## src/rtl/clk_en_gen_pkg.sv

```systemverilog
// Shared types and divider helpers for the clock-enable generator.
// Divisors 0/1 collapse to 1; a phase outside its period collapses to 0.
package clk_en_gen_pkg;

    typedef enum logic [1:0] {
        WAIT_PLL = 2'd0,
        SETTLE   = 2'd1,
        RUN      = 2'd2
    } state_t;

    function automatic int unsigned eff_div(input int unsigned d);
        return (d <= 32'd1) ? 32'd1 : d;
    endfunction

    function automatic int unsigned eff_phase(input int unsigned p, input int unsigned d);
        return (p >= eff_div(d)) ? 32'd0 : p;
    endfunction

endpackage

```

## src/rtl/clk_en_chan.sv

```systemverilog
// One enable channel: period counter plus a single-entry config shadow.
// o_hit is a decode of registered state; shadow updates land only at a wrap or a load.
module clk_en_chan
    import clk_en_gen_pkg::*;
#(
    parameter int               DIV_W     = 8,
    parameter logic [DIV_W-1:0] DEF_DIV   = DIV_W'(2),
    parameter logic [DIV_W-1:0] DEF_PHASE = '0
) (
    input  logic             clk,
    input  logic             rst,
    input  logic             i_run,
    input  logic             i_load,
    input  logic             i_acc,
    input  logic [DIV_W-1:0] i_cfg_div,
    input  logic [DIV_W-1:0] i_cfg_phase,
    output logic             o_hit,
    output logic             o_pend
);

    localparam logic [DIV_W-1:0] ONE = DIV_W'(1);

    logic [DIV_W-1:0] r_cnt;
    logic [DIV_W-1:0] r_div;
    logic [DIV_W-1:0] r_phase;
    logic [DIV_W-1:0] r_sh_div;
    logic [DIV_W-1:0] r_sh_phase;
    logic             r_pend;

    logic [DIV_W-1:0] w_ediv;
    logic [DIV_W-1:0] w_ld_div;
    logic [DIV_W-1:0] w_ld_phase;
    logic [DIV_W-1:0] w_ld_cnt;
    logic             w_wrap;

    assign w_ediv     = DIV_W'(eff_div(32'(r_div)));
    assign w_wrap     = (r_cnt == (w_ediv - ONE));
    // A load consumes any pending shadow before picking the start phase.
    assign w_ld_div   = r_pend ? r_sh_div   : r_div;
    assign w_ld_phase = r_pend ? r_sh_phase : r_phase;
    assign w_ld_cnt   = DIV_W'(eff_phase(32'(w_ld_phase), 32'(w_ld_div)));

    always_ff @(posedge clk or posedge rst) begin
        if (rst) begin
            r_cnt      <= '0;
            r_div      <= DEF_DIV;
            r_phase    <= DEF_PHASE;
            r_sh_div   <= DEF_DIV;
            r_sh_phase <= DEF_PHASE;
            r_pend     <= 1'b0;
        end else begin
            if (i_load) begin
                r_cnt   <= w_ld_cnt;
                r_div   <= w_ld_div;
                r_phase <= w_ld_phase;
                r_pend  <= 1'b0;
            end else if (i_run) begin
                if (w_wrap) begin
                    r_cnt <= '0;
                    if (r_pend) begin
                        r_div   <= r_sh_div;
                        r_phase <= r_sh_phase;
                        r_pend  <= 1'b0;
                    end
                end else begin
                    r_cnt <= r_cnt + ONE;
                end
            end
            // An accept coinciding with a wrap or load lands after it, never in it.
            if (i_acc) begin
                r_sh_div   <= i_cfg_div;
                r_sh_phase <= i_cfg_phase;
                r_pend     <= 1'b1;
            end
        end
    end

    assign o_hit  = w_wrap;
    assign o_pend = r_pend;

endmodule

```

## src/rtl/clk_en_gen.sv

```systemverilog
// Multi-channel divide-by-N enable generator gated on a synchronised PLL lock.
// locked rises 2+1+LOCK_CYCLES cycles after pll_locked; cfg_ready drops while any shadow is pending.
module clk_en_gen
    import clk_en_gen_pkg::*;
#(
    parameter int                     NCH         = 2,
    parameter int                     DIV_W       = 8,
    parameter logic [NCH*DIV_W-1:0]   DEF_DIV     = {8'd4, 8'd2},
    parameter logic [NCH*DIV_W-1:0]   DEF_PHASE   = '0,
    parameter int                     LOCK_CYCLES = 16,
    parameter int                     SYNC_STAGES = 2,
    localparam int                    CW          = $clog2(NCH) + 1
) (
    input  logic             clk,
    input  logic             rst,
    input  logic             pll_locked,
    input  logic             cfg_valid,
    output logic             cfg_ready,
    input  logic [CW-1:0]    cfg_chan,
    input  logic [DIV_W-1:0] cfg_div,
    input  logic [DIV_W-1:0] cfg_phase,
    output logic             cfg_err,
    input  logic             realign,
    output logic [NCH-1:0]   en,
    output logic             locked
);

    localparam int SCW = $clog2(LOCK_CYCLES + 1);

    logic [SYNC_STAGES-1:0] r_sync;
    state_t                 r_state;
    logic [SCW-1:0]         r_scnt;
    logic                   r_locked;
    logic                   r_rl;
    logic                   r_err;

    logic                   w_lk_s;
    logic                   w_acc;
    logic                   w_bad;
    logic                   w_rl;
    logic                   w_load;
    logic                   w_run;
    logic [NCH-1:0]         w_hit;
    logic [NCH-1:0]         w_pend;

    always_ff @(posedge clk or posedge rst) begin
        if (rst) begin
            r_sync <= '0;
        end else begin
            r_sync <= {r_sync[SYNC_STAGES-2:0], pll_locked};
        end
    end

    assign w_lk_s    = r_sync[SYNC_STAGES-1];
    assign cfg_ready = ~|w_pend;
    assign w_acc     = cfg_valid & cfg_ready;
    assign w_bad     = (cfg_chan >= CW'(NCH));
    assign w_rl      = (r_state == RUN) & w_lk_s & realign;
    assign w_load    = ((r_state == WAIT_PLL) & w_lk_s) | w_rl;
    assign w_run     = (r_state != WAIT_PLL);

    always_ff @(posedge clk or posedge rst) begin
        if (rst) begin
            r_state  <= WAIT_PLL;
            r_scnt   <= '0;
            r_locked <= 1'b0;
            r_rl     <= 1'b0;
            r_err    <= 1'b0;
        end else begin
            r_rl  <= w_rl;
            r_err <= w_acc & w_bad;
            case (r_state)
                WAIT_PLL: begin
                    if (w_lk_s) begin
                        r_state <= SETTLE;
                        r_scnt  <= '0;
                    end
                end
                SETTLE: begin
                    if (!w_lk_s) begin
                        r_state <= WAIT_PLL;
                        r_scnt  <= '0;
                    end else if (r_scnt == SCW'(LOCK_CYCLES - 1)) begin
                        r_state  <= RUN;
                        r_locked <= 1'b1;
                        r_scnt   <= '0;
                    end else begin
                        r_scnt <= r_scnt + SCW'(1);
                    end
                end
                RUN: begin
                    if (!w_lk_s) begin
                        r_state  <= WAIT_PLL;
                        r_locked <= 1'b0;
                    end
                end
                default: begin
                    r_state  <= WAIT_PLL;
                    r_locked <= 1'b0;
                end
            endcase
        end
    end

    for (genvar g = 0; g < NCH; g++) begin : g_chan
        clk_en_chan #(
            .DIV_W     (DIV_W),
            .DEF_DIV   (DEF_DIV[g*DIV_W +: DIV_W]),
            .DEF_PHASE (DEF_PHASE[g*DIV_W +: DIV_W])
        ) u_chan (
            .clk         (clk),
            .rst         (rst),
            .i_run       (w_run),
            .i_load      (w_load),
            .i_acc       (w_acc & ~w_bad & (cfg_chan == CW'(g))),
            .i_cfg_div   (cfg_div),
            .i_cfg_phase (cfg_phase),
            .o_hit       (w_hit[g]),
            .o_pend      (w_pend[g])
        );
    end

    // The cycle right after a realign load is kept quiet even if a counter lands on its last count.
    assign en      = {NCH{(r_state == RUN) & ~r_rl}} & w_hit;
    assign locked  = r_locked;
    assign cfg_err = r_err;

endmodule

```

## config.mk

```make
export PLATFORM = sky130hd
export DESIGN_NAME = clk_en_gen
export DESIGN_NICKNAME = d
export VERILOG_FILES = /design/src/rtl/clk_en_gen_pkg.sv /design/src/rtl/clk_en_chan.sv /design/src/rtl/clk_en_gen.sv
export SDC_FILE = /design/constraint.sdc
export NUM_CORES = 1
export LEC_CHECK = 0
export ABC_AREA = 1
export CORE_MARGIN = 10
export CORE_UTILIZATION = 55
export CTS_CLUSTER_SIZE = 40
export DETAILED_ROUTE_END_ITERATION = 16
export PLACE_DENSITY = 0.85
export SYNTH_ARGS = -nofsm -noshare
export SYNTH_HDL_FRONTEND = slang
export SYNTH_SLANG_ARGS = --single-unit
```

## constraint.sdc

```tcl
create_clock -name clk -period 9.89 [get_ports clk]
set_clock_uncertainty 0.1 [all_clocks]
set_input_delay 1.978 -clock clk [delete_from_list [all_inputs] [get_ports clk]]
set_output_delay 1.978 -clock clk [all_outputs]
set_load 0.05 [all_outputs]
```

==> results of run 1 <==
sequential cells by signal, summed over array words and instances, names as in the netlist:
name,count
g_chan.u_chan.o_pend,2
g_chan.u_chan.r_div,16
g_chan.u_chan.r_sh_phase,16
g_chan.u_chan.r_cnt,16
locked,1
g_chan.u_chan.r_sh_div,16
r_rl,1
r_sync,2
r_state,2
g_chan.u_chan.r_phase,16
cfg_err,1
r_scnt,5
synthesized netlist by cell type, types with 2 or more instances:
cell type  number
a21oi_1        14
xor2_1         13
o21ai_1        14
nand2_1       245
clkbuf_1       17
nor2_4          6
nand2_4         3
inv_2           2
nor3_1          3
xnor2_1         8
nor2_1         54
inv_1         101
o21ai_0        72
o21ai_2        20
dfstp_2         4
nand4_1         9
nand2_2        14
nor2_2          4
clkinv_1        2
o211ai_1        2
nand3_1        42
buf_6           7
ha_1           21
dfrtp_1        90
routing by layer:
metal	up-vias	global-route usage, %	wire length, um
met4	0	6.77	380
met1	2315	24.5	5980
li1	2486	-	-
met5	-	0	0
met3	35	3.31	535
met2	95	29.9	6060
worst max path at each step:
stage	from	endpoint	slack, ns
floorplan	g_chan[1].u_chan.r_div[2]	en[1]	4.46
global placement	g_chan[0].u_chan.r_div[2]	en[0]	4.85
detailed placement	g_chan[0].u_chan.r_div[2]	en[0]	4.80
CTS	g_chan[0].u_chan.r_div[2]	en[0]	4.39
global route	g_chan[0].u_chan.r_div[2]	en[0]	4.06
finish	g_chan[0].u_chan.r_div[2]	en[0]	4.42
stage by stage:
stage | worst slack [ns] | area [um2] | hold WS [ns] | instances | utilization, %
2_1_floorplan | 4.46 | 5750 | 0.231 | 779 | -
3_3_place_gp | 4.85 | 6070 | 0.235 | 920 | 59.1
3_5_place_dp | 4.80 | 6070 | 0.237 | 920 | 59.1
4_1_cts | 4.39 | 6310 | 0.263 | 936 | 61.4
5_1_grt | 4.06 | 6310 | 0.268 | 936 | 61.4
6_report | 4.42 | 6310 | 0.260 | 936 | 61.4
kinds of logic after synthesis:
| logic type | share of synthesized area (%) |
|---|---|
| and+or+nand+nor | 28.9 |
| DFF | 41.0 |
| AOI/OAI and AO/OA | 12.5 |
| xor gates and xnor gates | 3.48 |
| adders and majority gates | 4.57 |
| buffers and inverters | 9.59 |
layout by cell type (no fill, tap or decap), types with 20 or more instances in the layout:
cell               n
dfrtp_1           90
nor2_1            54
o21ai_2           20
clkdlybuf4s50_1   27
ha_1              21
nand2_1          245
o21ai_0           72
inv_1            100
nand3_1           42
cell type report:
cell class / count / area [um2] / area share (%)
multi-input cells: 553 / 2840 / 45.1
clock inverters: 6 / 97.6 / 1.55
well taps: 136 / 170 / 2.70
inverters: 106 / 403 / 6.39
repair buffers: 31 / 300 / 4.76
flip-flops and latches: 94 / 2360 / 37.4
clock buffers: 10 / 138 / 2.18
power by group:
group | switching (uW) | internal, uW | total, uW
combinational | 710 | 403 | 1110
clock | 143 | 153 | 296
sequential | 137 | 547 | 684
total | 989 | 1100 | 2090
critical path, stage by stage (launching register included):
cell and delay (ns):
dfrtp_1 0.45, nor2_2 0.20, nand2_1 0.11, nor2_2 0.17
nor2_4 0.06, ha_1 0.30, xor2_1 0.14, nand3_1 0.09
nor2_1 0.10, nand3_1 0.07, nor2_1 0.10, nand2_1 0.22
nor2_1 0.19, clkdlybuf4s50_1 0.82
==> metrics, run 1 <==
Post-synth EDFFs 0; Synth Warn # 0; post-synthesis net count 823; CP startpoint kind flip-flop; TritonCTS clock tree yes; post-synthesis sequential area ratio 41.0%; kind of critical path reg2out; f_max 183 MHz; Final setup viols 0; Post-CTS Hold Fix Bufs 0; GRT Util Overall 18.5%; vias in the first global route 4761; Area Growth Syn to Fin 9.68%; FILL cells 928; routed len/inst 13.8 um; IO Pins 28; DR vias/cell 5.27; die height 122 um; worst flop-to-flop path startpoint g_chan[1].u_chan.o_pend; asr flop ratio synth 100%; #FFs+latches synth 94; share of cells above drive strength 1 9.75%; GRT overflow 0; Area contributors post-synth dfrtp_1 (39%), nand2_1 (16%), inv_1 (6.6%); via count 4931; Primary FF master, synth dfrtp_1; Yosys cell types 36; Fin Setup TNS 0 ns; post-CTS setup buffer count 0; placed wire-length estimate 9.58 mm; cells after synthesis 779; Post-Synthesis Cell Area 5750 um2; Pwr Density 332 nW/um2; top cell type's share of synthesized area 39.1%; die area 15000 um2; largest net degree at the start of global routing 79; global-route wire length before repair 22.6 mm; root buf cell clkbuf_8; Tmin final 5.47 ns; Clock Tree Buf Depth 2; Worst Tran Pin Value 1.00 ns; Tcrit/Tclk final 55.3%; R2R Setup Slk 6.26 ns; IO Port Bufs 27; WL final 13.0 mm; Max VDD drop 179 uV; Final Hold Fails 0; RSZ-0062 raised after global routing no; count of final max-slew check failures 0; FP Rows 37; Crit path required time 7.81 ns; worst hold endpoint r_sync[1]; routability cong. 0.939; power consumption 2090 uW; critical path capture point type primary output; Data arrival, critical path 3.39 ns; CTS sink cnt 94; Antenna diodes 0; outcome finished, final reports clean; Worst-path clk slew 0.09 ns; leading area contributor after synthesis dfrtp_1; crit path max fanout 11; core area 10300 um2; cell depth of the worst min-delay path 0; Max Cap Violations 0; CTS buffer count 9; Worst slew margin 33.1%; later-pin clock latency in the skew report 0.36 ns; hold_sp r_sync[0]; initial DRC count 357; Min-Delay Path Class reg2reg; DRC errors left 0; DRT Pass-1 Iters 5; Routed Antenna Nets 0; reg2reg end g_chan[1].u_chan.r_cnt[4]; Die X 122 um; initial core utilization 56.0%; initial antenna violation count 0; Pleak 0.00319 uW; final net count 839; Worst Reg-to-Reg Cells 15; Post-CTS Resized 0; mean post-synth cell area 7.39 um2; H-tree levels 3
(Power assumes the default switching activity.)
==> inputs of run 2 (changes only) <==
- clock period: 9.89 -> 5.25 ns (I/O delays scaled with it)
==> metrics, run 2 (same netlist as run 1, synthesis figures left out) <==
post-route cell area 6280 um2 (-0.52%); routability cong. 0.939 (about the same); DR vias/cell 5.23 (-0.81%); Die X 122 um (unchanged); DRC errors left 0 (unchanged); placed wire-length estimate 9.47 mm (-1.2%); Worst-path clk slew 0.09 ns (about the same); Routed Antenna Nets 0 (unchanged); cell depth of the worst min-delay path 0 (unchanged); count of final max-slew check failures 0 (unchanged); critical path capture point type primary output; GRT overflow 0 (unchanged); Worst slew margin 33.0% (-0.044 points); worst flop-to-flop path startpoint g_chan[1].u_chan.o_pend; Fin Hold WS 0.254 ns (-0.00623 ns); CTS buffer count 9 (unchanged); GRT Util Overall 18.6% (+0.11 points); outcome finished, final reports clean; die height 122 um (unchanged); H-tree levels 3 (unchanged); CTS sink cnt 94 (unchanged); share of cells above drive strength 1 9.64% (-0.11 points); Max Cap Violations 0 (unchanged); Worst Reg-to-Reg Cells 15 (unchanged); commonest non-fill, non-tap cell in the layout nand2_1; CP startpoint kind flip-flop; Clock power frac 13.2% (-1.0 points); kind of critical path reg2out; Final setup viols 0 (unchanged); crit path launch g_chan[0].u_chan.r_div[2]; largest net degree at the start of global routing 71 (-10%); Final Hold Fails 0 (unchanged); later-pin clock latency in the skew report 0.38 ns (+0.02 ns); global-route wire length before repair 22.7 mm (+0.52%); RSZ-0062 raised after global routing no; Max VDD drop 391 uV (+120%); routed len/inst 14.1 um (+2.1%); via count 4886 (-0.91%); Met2 Wirelength 6.22 mm (+2.7%); slowest CP cell clkdlybuf4s50_1; die area 15000 um2 (unchanged); IO Port Bufs 27 (unchanged); placed cell area 6070 um2 (-0.12%); root buf cell clkbuf_8; delay-heaviest family, CP simple AND/OR/NAND/NOR gates; initial DRC count 361 (+1.1%); wl on met1 6.17 mm (+3.3%); Flop pwr share 33.5% (+0.8 points); Min-Delay Path Class reg2reg; IO Pins 28 (unchanged); initial antenna violation count 0 (unchanged); CP Buf/Inv Count 1 (unchanged); Pleak 0.00317 uW (-0.47%); WL final 13.2 mm (+2.0%); post-CTS setup buffer count 0 (unchanged); Tcrit/Tclk final 87.7%; final net count 838 (-0.12%); commonest non-fill, non-tap cells in the layout nand2_1 (245), inv_1 (100), dfrtp_1 (90); crit path max fanout 11 (unchanged); worst-path cell chain nor2_2, nand2_1, nor2_2, nor2_4, ha_1, xor2_1, nand3_1, nor2_1, nand3_1, nor2_1, nand2_1, nor2_1, clkdlybuf4s50_1; Post-CTS Resized 0 (unchanged); sw frac 48.0% (+0.75 points); Comb pwr share 53.3% (about the same); Area Growth Syn to Fin 9.11%; Clock Tree Buf Depth 2 (unchanged); Top Layer Used met4; Data arrival, critical path 3.45 ns (+0.06 ns); WL met3 520 um (-2.8%); initial core utilization 56.0% (unchanged); Post-CTS Hold Fix Bufs 0 (unchanged); f_max 217 MHz; FILL cells 917 (-1.2%); core area 10300 um2 (unchanged); CP most frequent cell nor2_1; vias in the first global route 4708 (-1.1%); Int Power 2030 uW (+84%); DRT Pass-1 Iters 6 (+1); TritonCTS clock tree yes; Pwr Density 622 nW/um2 (+87%); Fin Setup TNS 0 ns (unchanged); Antenna diodes 0 (unchanged); NetSw 1870 uW (+89%); Worst Tran Pin Value 1.00 ns (+0.000665 ns); FP Rows 37 (unchanged); slowest stage delay, CP 0.83 ns (about the same); critical path depth 13 (unchanged); Tmin final 4.60 ns; Crit path required time 4.10 ns (-3.71 ns); hold_sp r_sync[0]
==> run 2: cell types whose count changed in the layout (fill, tap and decap cells not counted) <==
cell | previous run | this run
clkinv_4 | 1 | 0
clkinv_2 | 0 | 1
inv_6 | 2 | 3
buf_4 | 4 | 3
bufinv_16 | 2 | 1
==> run 2: worst paths after layout <==
check                                                    end  slack, ns
worst min register to register                     r_sync[1]       0.25
min in group asynchronous          g_chan[1].u_chan.r_cnt[6]       1.12
worst max-delay path                                   en[0]       0.65
max in group asynchronous       g_chan[1].u_chan.r_sh_div[1]       3.05
worst max register to register     g_chan[1].u_chan.r_cnt[4]       1.65
worst min-delay path                               r_sync[1]       0.25
==> run 2: power by group through the flow <==
stage	clock network [uW]	registers (uW)	logic, uW
after global routing	555	1350	2420
after global placement	0	1300	1980
final	517	1310	2080
after CTS	523	1300	2070
after detailed placement	0	1310	2040
after floorplan	0	1210	1710
==> run 2: layer usage <==
layer  vias to the layer above  track usage (%)
met5                         -                0
met4                         0             6.48
met3                        25             3.08
met2                       107             30.0
met1                      2262             25.0
li1                       2492                -
==> run 2: worst register-to-register path, cell delays in order (launching register included) <==
cell and delay [ns]:
dfrtp_1 1.02, nand2_1 0.20, o21ai_0 0.27, nand3_1 0.18, o21ai_0 0.28, ha_1 0.19
inv_1 0.05, a21oi_1 0.15, o21ai_0 0.09, nand2_1 0.06, o211ai_1 0.08, a21oi_1 0.47
nand2_1 0.18, nand2_1 0.11, nand2_1 0.05, nand2_1 0.06
==> run 2: per-stage QoR <==
stage | utilization [%] | worst slack, ns | total power (uW) | instances
3_5_place_dp | 59.0 | 1.08 | 3360 | 919
2_1_floorplan | - | 0.747 | 2920 | 779
5_1_grt | 61.1 | 0.366 | 4330 | 935
3_3_place_gp | 59.0 | 1.14 | 3280 | 919
6_report | 61.1 | 0.648 | 3900 | 935
4_1_cts | 61.1 | 0.666 | 3890 | 935
==> run 2: final cells by class <==
type,instances,area [um2],area share (%)
Timing Repair Buffer,30,293,4.66
Multi-Input combinational cell,553,2840,45.3
Clock inverter,6,72.6,1.16
Sequential cell,94,2360,37.6
Tap cell,136,170,2.71
Clock buffer,10,138,2.19
Inverter,106,403,6.42
